**src/rtl/muldiv_pkg.sv**
```systemverilog
// Shared types for the iterative RV32M multiply/divide unit: funct3 opcodes, FSM states and
// counter width.
package muldiv_pkg;

  localparam int unsigned MULDIV_DATA_WIDTH = 32;
  localparam int unsigned MULDIV_CNT_W      = $clog2(MULDIV_DATA_WIDTH);

  typedef enum logic [2:0] {
    OpMul    = 3'b000,
    OpMulh   = 3'b001,
    OpMulhsu = 3'b010,
    OpMulhu  = 3'b011,
    OpDiv    = 3'b100,
    OpDivu   = 3'b101,
    OpRem    = 3'b110,
    OpRemu   = 3'b111
  } muldiv_op_e;

  typedef enum logic [1:0] {
    StIdle = 2'd0,
    StCalc = 2'd1,
    StDone = 2'd2
  } muldiv_state_e;

endpackage

```
**src/rtl/execute_muldiv_if.sv**
```systemverilog
// Execute-stage <-> multiply/divide unit signals. The pipeline is the master, the unit the slave.
interface execute_muldiv_if #(
  parameter int unsigned DATA_WIDTH          = 32,
  parameter int unsigned REG_FILE_ADDR_WIDTH = 5
);

  logic                           starte;
  logic [2:0]                     funct3e;
  logic [DATA_WIDTH-1:0]          opae;
  logic [DATA_WIDTH-1:0]          opbe;
  logic [REG_FILE_ADDR_WIDTH-1:0] rde;
  logic                           flush;
  logic                           stall;
  logic                           done;
  logic [DATA_WIDTH-1:0]          result;
  logic [REG_FILE_ADDR_WIDTH-1:0] rdm;

  modport master (
    output starte, funct3e, opae, opbe, rde, flush,
    input  stall, done, result, rdm
  );

  modport slave (
    input  starte, funct3e, opae, opbe, rde, flush,
    output stall, done, result, rdm
  );

endinterface

```
**src/rtl/muldiv_operand_prep.sv**
```systemverilog
// Combinational operand preparation: per-op signedness, operand magnitudes and the flags telling
// the unit whether to negate the product/quotient and the remainder.
module muldiv_operand_prep
  import muldiv_pkg::*;
#(
  parameter int unsigned DATA_WIDTH = 32
) (
  input  muldiv_op_e            op_i,
  input  logic [DATA_WIDTH-1:0] opa_i,
  input  logic [DATA_WIDTH-1:0] opb_i,
  output logic [DATA_WIDTH-1:0] abs_a_o,
  output logic [DATA_WIDTH-1:0] abs_b_o,
  output logic                  neg_res_o,
  output logic                  neg_rem_o,
  output logic                  is_div_o
);

  logic a_signed, b_signed, a_neg, b_neg;

  always_comb begin
    a_signed = 1'b0;
    b_signed = 1'b0;
    unique case (op_i)
      OpMul, OpMulh, OpDiv, OpRem: begin
        a_signed = 1'b1;
        b_signed = 1'b1;
      end
      OpMulhsu: a_signed = 1'b1;
      default:  ;
    endcase
    a_neg     = a_signed & opa_i[DATA_WIDTH-1];
    b_neg     = b_signed & opb_i[DATA_WIDTH-1];
    abs_a_o   = a_neg ? -opa_i : opa_i;
    abs_b_o   = b_neg ? -opb_i : opb_i;
    neg_res_o = a_neg ^ b_neg;
    // Remainder follows the dividend's sign.
    neg_rem_o = a_neg;
    is_div_o  = op_i[2];
  end

endmodule

```
**src/rtl/execute_muldiv.sv**
```systemverilog
// Iterative radix-2 RV32M multiply/divide unit for the execute stage; stalls the front end while
// it computes. Optional MULDIV_FAST_MUL_EN makes MUL* ops single-cycle via the '*' operator.
module execute_muldiv
  import muldiv_pkg::*;
#(
  parameter int unsigned DATA_WIDTH          = 32,
  parameter int unsigned REG_FILE_ADDR_WIDTH = 5
) (
  input logic             clk,
  input logic             rstn,
  execute_muldiv_if.slave bus
);

  localparam int unsigned W    = DATA_WIDTH;
  localparam int unsigned CntW = (DATA_WIDTH == MULDIV_DATA_WIDTH) ? MULDIV_CNT_W
                                                                   : $clog2(DATA_WIDTH);
  localparam logic [CntW-1:0] LastCnt = CntW'(DATA_WIDTH - 1);

  muldiv_state_e                  state_q;
  logic [CntW-1:0]                cnt_q;
  muldiv_op_e                     op_q;
  logic [REG_FILE_ADDR_WIDTH-1:0] rd_q, rdm_q;
  logic [W-1:0]                   opb_q, result_q;
  logic [2*W-1:0]                 acc_q;
  logic                           neg_res_q, neg_rem_q, done_q;

  muldiv_op_e     op_in;
  logic [W-1:0]   abs_a, abs_b, fast_res;
  logic           neg_res, neg_rem, is_div, accept, ovf, fast_path;
  logic [2*W-1:0] step_acc;
  logic [W:0]     mul_sum, rem_sh, diff;

  assign op_in = muldiv_op_e'(bus.funct3e);

  muldiv_operand_prep #(
    .DATA_WIDTH(DATA_WIDTH)
  ) u_prep (
    .op_i     (op_in),
    .opa_i    (bus.opae),
    .opb_i    (bus.opbe),
    .abs_a_o  (abs_a),
    .abs_b_o  (abs_b),
    .neg_res_o(neg_res),
    .neg_rem_o(neg_rem),
    .is_div_o (is_div)
  );

  // Acc layout: multiply {product}, divide {remainder, quotient}.
  function automatic logic [W-1:0] final_result(input muldiv_op_e op, input logic [2*W-1:0] acc,
                                                input logic neg_r, input logic neg_m);
    logic [2*W-1:0] prod;
    logic [W-1:0]   quo, rem;
    prod = neg_r ? -acc : acc;
    quo  = neg_r ? -acc[W-1:0] : acc[W-1:0];
    rem  = neg_m ? -acc[2*W-1:W] : acc[2*W-1:W];
    unique case (op)
      OpMul:                     final_result = prod[W-1:0];
      OpMulh, OpMulhsu:          final_result = prod[2*W-1:W];
      OpDiv:                     final_result = quo;
      OpRem:                     final_result = rem;
      OpMulhu:                   final_result = acc[2*W-1:W];
      OpDivu:                    final_result = acc[W-1:0];
      default:                   final_result = acc[2*W-1:W];
    endcase
  endfunction

  assign accept = (state_q == StIdle) & bus.starte & ~bus.flush;
  assign ovf    = is_div & ~op_in[0] & (bus.opae == {1'b1, {(W-1){1'b0}}}) & (bus.opbe == '1);

`ifdef MULDIV_FAST_MUL_EN
  logic [2*W-1:0] fast_prod;
  assign fast_prod = {{W{1'b0}}, abs_a} * {{W{1'b0}}, abs_b};
`endif

  always_comb begin
    fast_path = 1'b0;
    fast_res  = '0;
    if (is_div && bus.opbe == '0) begin
      fast_path = 1'b1;
      fast_res  = op_in[1] ? bus.opae : '1;
    end else if (ovf) begin
      fast_path = 1'b1;
      fast_res  = op_in[1] ? '0 : {1'b1, {(W-1){1'b0}}};
    end
`ifdef MULDIV_FAST_MUL_EN
    else if (!is_div) begin
      fast_path = 1'b1;
      fast_res  = final_result(op_in, fast_prod, neg_res, neg_rem);
    end
`endif
  end

  always_comb begin
    mul_sum  = {1'b0, acc_q[2*W-1:W]} + (acc_q[0] ? {1'b0, opb_q} : '0);
    rem_sh   = acc_q[2*W-1:W-1];
    diff     = rem_sh - {1'b0, opb_q};
    step_acc = acc_q;
    if (!op_q[2]) begin
      step_acc = {mul_sum, acc_q[W-1:1]};
    end else if (!diff[W]) begin
      step_acc = {diff[W-1:0], acc_q[W-2:0], 1'b1};
    end else begin
      step_acc = {rem_sh[W-1:0], acc_q[W-2:0], 1'b0};
    end
  end

  always_ff @(posedge clk) begin
    if (!rstn) begin
      state_q   <= StIdle;
      cnt_q     <= '0;
      op_q      <= OpMul;
      rd_q      <= '0;
      rdm_q     <= '0;
      opb_q     <= '0;
      acc_q     <= '0;
      neg_res_q <= 1'b0;
      neg_rem_q <= 1'b0;
      done_q    <= 1'b0;
      result_q  <= '0;
    end else begin
      done_q <= 1'b0;
      unique case (state_q)
        StIdle: begin
          if (accept) begin
            op_q      <= op_in;
            rd_q      <= bus.rde;
            opb_q     <= abs_b;
            acc_q     <= {{W{1'b0}}, abs_a};
            neg_res_q <= neg_res;
            neg_rem_q <= neg_rem;
            cnt_q     <= '0;
            if (fast_path) begin
              state_q  <= StDone;
              done_q   <= 1'b1;
              result_q <= fast_res;
              rdm_q    <= bus.rde;
            end else begin
              state_q <= StCalc;
            end
          end
        end
        StCalc: begin
          if (bus.flush) begin
            state_q <= StIdle;
          end else begin
            acc_q <= step_acc;
            cnt_q <= cnt_q + 1'b1;
            if (cnt_q == LastCnt) begin
              state_q  <= StDone;
              done_q   <= 1'b1;
              result_q <= final_result(op_q, step_acc, neg_res_q, neg_rem_q);
              rdm_q    <= rd_q;
            end
          end
        end
        // The completed instruction is still in execute here, so starte is ignored.
        StDone:  state_q <= StIdle;
        default: state_q <= StIdle;
      endcase
    end
  end

  assign bus.stall  = rstn & (accept | (state_q == StCalc));
  assign bus.done   = rstn & done_q & ~bus.flush;
  assign bus.result = result_q;
  assign bus.rdm    = rdm_q;

endmodule

```
**src/flat_wrapper.sv**
```systemverilog
// flat-port wrapper written by rule: the top's interface ports become plain ports
module execute_muldiv_flat import muldiv_pkg::*;
#(
  parameter int unsigned DATA_WIDTH          = 32,
  parameter int unsigned REG_FILE_ADDR_WIDTH = 5
)
  (clk, rstn, bus_starte, bus_funct3e, bus_opae, bus_opbe, bus_rde, bus_flush, bus_stall, bus_done, bus_result, bus_rdm);
  execute_muldiv_if #(.DATA_WIDTH(DATA_WIDTH), .REG_FILE_ADDR_WIDTH(REG_FILE_ADDR_WIDTH)) bus_i ();
  input logic clk;
  input logic rstn;
  input wire logic [$bits(bus_i.starte)-1:0] bus_starte;
  input wire logic [$bits(bus_i.funct3e)-1:0] bus_funct3e;
  input wire logic [$bits(bus_i.opae)-1:0] bus_opae;
  input wire logic [$bits(bus_i.opbe)-1:0] bus_opbe;
  input wire logic [$bits(bus_i.rde)-1:0] bus_rde;
  input wire logic [$bits(bus_i.flush)-1:0] bus_flush;
  output wire logic [$bits(bus_i.stall)-1:0] bus_stall;
  output wire logic [$bits(bus_i.done)-1:0] bus_done;
  output wire logic [$bits(bus_i.result)-1:0] bus_result;
  output wire logic [$bits(bus_i.rdm)-1:0] bus_rdm;
  assign bus_i.starte = bus_starte;
  assign bus_i.funct3e = bus_funct3e;
  assign bus_i.opae = bus_opae;
  assign bus_i.opbe = bus_opbe;
  assign bus_i.rde = bus_rde;
  assign bus_i.flush = bus_flush;
  assign bus_stall = bus_i.stall;
  assign bus_done = bus_i.done;
  assign bus_result = bus_i.result;
  assign bus_rdm = bus_i.rdm;
  execute_muldiv #(.DATA_WIDTH(DATA_WIDTH), .REG_FILE_ADDR_WIDTH(REG_FILE_ADDR_WIDTH)) u_core (.clk(clk), .rstn(rstn), .bus(bus_i));
endmodule
```
**config.mk**
```make
export PLATFORM = sky130hd
export DESIGN_NAME = execute_muldiv_flat
export DESIGN_NICKNAME = d
export VERILOG_FILES = /design/src/rtl/muldiv_pkg.sv /design/src/rtl/execute_muldiv_if.sv /design/src/rtl/muldiv_operand_prep.sv /design/src/rtl/execute_muldiv.sv /design/src/flat_wrapper.sv
export SDC_FILE = /design/constraint.sdc
export NUM_CORES = 1
export LEC_CHECK = 0
export ABC_AREA = 1
export BUFFER_PORTS_ARGS = -buffer_cell sky130_fd_sc_hd__buf_2
export CAP_MARGIN = 25
export CORE_UTILIZATION = 45
export CTS_CLUSTER_DIAMETER = 60
export DETAILED_ROUTE_END_ITERATION = 6
export PLACE_DENSITY_LB_ADDON = 0.08
export SYNTH_ARGS = -nofsm -noshare
export SYNTH_HDL_FRONTEND = slang
export SYNTH_SLANG_ARGS = --single-unit
```
**constraint.sdc**
```tcl
create_clock -name clk -period 4.3 [get_ports clk]
set_clock_uncertainty 0.05 [all_clocks]
set_input_delay 0.43 -clock clk [delete_from_list [all_inputs] [get_ports clk]]
set_output_delay 0.43 -clock clk [all_outputs]
set_load 0.05 [all_outputs]
```
==> flow_metrics.py <==
metrics = {
    "critical_path": {
        "critPathMaxFanout": 19,
        "crit_family": "compound AO/OA/AOI/OAI gates",
        "crit_path_start_kind": "flop",
        "crit_buf_inv": 4,
        "critPathKind": "reg2reg",
        "end_kind": "flop",
        "cp_slowest_stage_delay_ns": 0.37,
        "cp_common_cell": "nand2_1",
        "slowest_stage": "a21oi_1",
        "worstPathCellList": "buf_12 -> nand2_1 -> inv_1 -> ha_1 -> a21oi_1 -> o21ai_0 -> a21oi_1 -> nand2_1 -> o21ai_0 -> nand2_1 -> inv_1 -> nand2_1 -> nor2_1 -> nand2_1 -> o21bai_4 -> buf_4 -> o21ai_1 -> nand2_1 -> nand3_1 -> nand3_1 -> nand2_1 -> a21oi_1",
        "cp.arrival_ns": 4.55,
        "worstPathRequired_ns": 4.68,
    },
    "clocking": {
        "cts_tree": "done",
        "clockBufferDepth": 2,
        "clock_latency_ns": 0.50,
        "root_buffer": "clkbuf_16",
        "ctsHoldBuffers": 0,
        "cts_buffers": 17,
        "htree_num_levels": 4,
        "cts_sinks": 151,
        "path_clk_slew_ns": 0.08,
    },
    "floorplanning": {
        "die-width_um": 199.9,
        "start_util_pct": 45.62,
        "core_um2": 38650,
        "die_area_um2": 39970,
        "ios": 115,
        "fp.dieH_um": 199.9,
        "fp-row-count": 72,
    },
    "timing": {
        "finalMaxSlewViolations": 0,
        "layout_setup_ws_ns": 0.1346,
        "setup_viol": 0,
        "setup_tns_ns": 0,
        "hold_viol": 0,
        "whs_ns": 0.1475,
        "tightest_slew_ns": 1.052,
        "relSlewSlack_pct": 29.89,
        "fin_crit_ns": 4.165,
        "rsz0062_at_grt": "true",
        "finalCritPeriodShare_pct": 96.87,
        "max_freq_ghz": 0.2401,
    },
    "detailed_routing": {
        "drc": 0,
        "routedWlPerCell_um": 21.21,
        "postRouteAntennaNets": 0,
        "first_pass_iters": 7,
        "vias": 23130,
        "viasPerCell": 5.751,
        "wl_um": 85300,
        "drt_iter0_drc": 2951,
    },
    "global_route": {
        "grt_max_degree": 79,
        "antenna_found_initial": 1,
        "grt-ovfl-total": 0,
        "track_usage_pct": 42.35,
        "grt_pass1_wl_um": 125000,
        "grt_pass1_vias": 20350,
    },
    "placed_design": {
        "place_congestion": 1.015,
        "portBuffers": 114,
        "dpl_worst_slack_ns": 0.09867,
        "dp_hpwl_um": 67570,
        "place_area_um2": 20680,
    },
    "pwr": {
        "powerDensity_nw_per_um2": 267.5,
        "pwr-share-seq_pct": 27.0,
        "p_sw_w": 0.002672,
        "peakVddDrop_v": 0.0003498,
        "power_w": 0.005770,
        "power_frac_comb_pct": 45.5,
        "internal-power_w": 0.003098,
        "switching_share_pct": 46.31,
        "power.share.clock_pct": 27.4,
        "p_leak_nw": 11.11,
    },
    "logic_synthesis": {
        "syn_inst": 3165,
        "synth_flop_cell": "dfxtp_1",
        "synth_seq_area_share_pct": 17.15,
        "syn_nets": 3314,
        "yosys_register_bits": 151,
        "async_flop_share_pct": 0,
        "synth_cell_type_count": 62,
        "yosysWarnings": 0,
        "syn_area_um2": 17630,
        "synth_edf_count": 0,
        "syn_avg_cell_area_um2": 5.571,
    },
    "cells_and_area": {
        "fin_nets": 3637,
        "layout-drive-gt1-share_pct": 18.88,
        "design_area_um2": 21570,
        "area_delta_synth_final_pct": 22.33,
    },
    "job": {
        "max_cap_violations": 0,
    },
    "outcome": {
        "status": "completed",
    },
    "worst_hold_path": {
        "hp-class": "in2reg",
    },
}
-- path summary, 6_finish.rpt --
kind / startpoint / endpoint / slack [ns] / cells after the start
worst max-delay path: u_core.acc_q[0] / u_core.bus.result[23] / 0.13 / 22
worst min-delay path: bus_rde[3] / u_core.rd_q[3] / 0.15 / 3
worst max register to register: u_core.acc_q[0] / u_core.bus.result[23] / 0.13 / 22
worst min register to register: u_core.cnt_q[4] / u_core.cnt_q[4] / 0.42 / 2
-- area by class of cell --
cell class	count	area, µm²
diodes	3	7.507
multi-input cells	2466	12720
clock buffers	17	425.4
inverters	427	1605
well taps	518	648.1
repair buffers	425	2968
fillers	4076	17080
clock inverters	15	150.1
flip-flops and latches	151	3039
-- power groups by stage --
stage	registers [W]	clock network [W]	logic, W
2_1_floorplan	0.00162	0	0.00146
3_3_place_gp	0.00158	0	0.00241
3_5_place_dp	0.00158	0	0.00243
4_1_cts	0.00155	0.00160	0.00244
5_1_grt	0.00157	0.00163	0.00281
6_report	0.00156	0.00158	0.00263
-- synth_stat cells (20+ instances only) --
cell type  count  area, µm²
buf_2         21      105.1
a21oi_1      280       1401
or2_2         20      125.1
o221ai_1      29      254.0
o21ai_0      220       1101
nor3_1        49      245.2
nand3_1      216       1081
nor2_1       273       1025
inv_1        407       1528
nor2_2        23      143.9
nand2_2       38      237.7
nand3b_1      26      195.2
nand2_1      956       3588
ha_1          71      888.4
clkbuf_1      78      292.8
xor2_1        45      394.1
dfxtp_1      151       3023
nand4_1       38      237.7
-- tightest hold or removal path, cell delays in order --
cell	delay (ns)
buf_2	0.08
o21ai_0	0.07
nor2_1	0.07
-- what timing repair did --
| item | in CTS | in global routing |
|---|---|---|
| endpoints found under the setup margin | 0 | 30 |
| resized for setup | 0 | 67 |
| buffers inserted | 0 | 6 |
-- registers in the layout, summed over array words and instances (netlist names), 2 cells and up --
register           cells
u_core.cnt_q           5
u_core.rd_q            5
u_core.bus.result     32
u_core.op_q            3
u_core.acc_q          64
u_core.opb_q          32
u_core.state_q         2
u_core.bus.rdm         5
-- cell families (layout without fill, tap and decap cells) --
group	Yosys count	in the layout	share of synthesized area (%)
other	0	3	0
buffers and inverters	548	884	12.26
AO/OA/AOI/OAI	642	642	20.52
XOR/XNOR	61	61	3.030
flip-flops	151	151	17.15
adder cells (fa/ha/maj)	73	73	5.266
AND/OR/NAND/NOR	1690	1690	41.78
-- per-layer routing --
metal | GRT usage, % | up-vias | wire (µm)
li1 | - | 10970 | -
met1 | 61.86 | 10620 | 38530
met2 | 55.90 | 1370 | 32100
met3 | 14.99 | 169 | 11810
met4 | 14.33 | 2 | 2756
met5 | 1.852 | - | 98
-- placed cells by master (no fill, tap or decap), types with 5 or more instances in the layout --
cell,Yosys,layout
o21ai_1,17,19
a31oi_1,13,13
nor2_4,3,8
ha_1,71,62
a21oi_1,280,274
buf_12,0,5
nand3b_1,26,26
nor2_2,23,23
inv_1,407,405
a211oi_1,10,9
nor3_1,49,47
xor2_1,45,45
o21a_1,5,5
dfxtp_1,151,140
nor3_2,6,5
dfxtp_2,0,10
clkbuf_16,0,17
nand4_1,38,38
o21ai_2,9,10
o21bai_1,11,10
xnor2_1,16,16
nand3_2,11,14
nand2_4,8,10
o221ai_1,29,29
or2_2,20,20
inv_8,0,7
nand2_1,956,945
nand3_1,216,212
nor4_1,10,10
o21ai_0,220,216
buf_4,3,306
nand2_2,38,46
ha_4,0,6
nor2_1,273,268
buf_2,21,114
o211ai_1,18,18
a21oi_2,2,8
inv_2,18,19
-- metrics by stage --
step           std cells  util, %
2_1_floorplan       3165        -
3_3_place_gp        3981    53.50
3_5_place_dp        3981    53.50
4_1_cts             4013    54.99
5_1_grt             4019    55.79
6_report            4022    55.80
No activity file was read; power rests on OpenSTA's default activity.
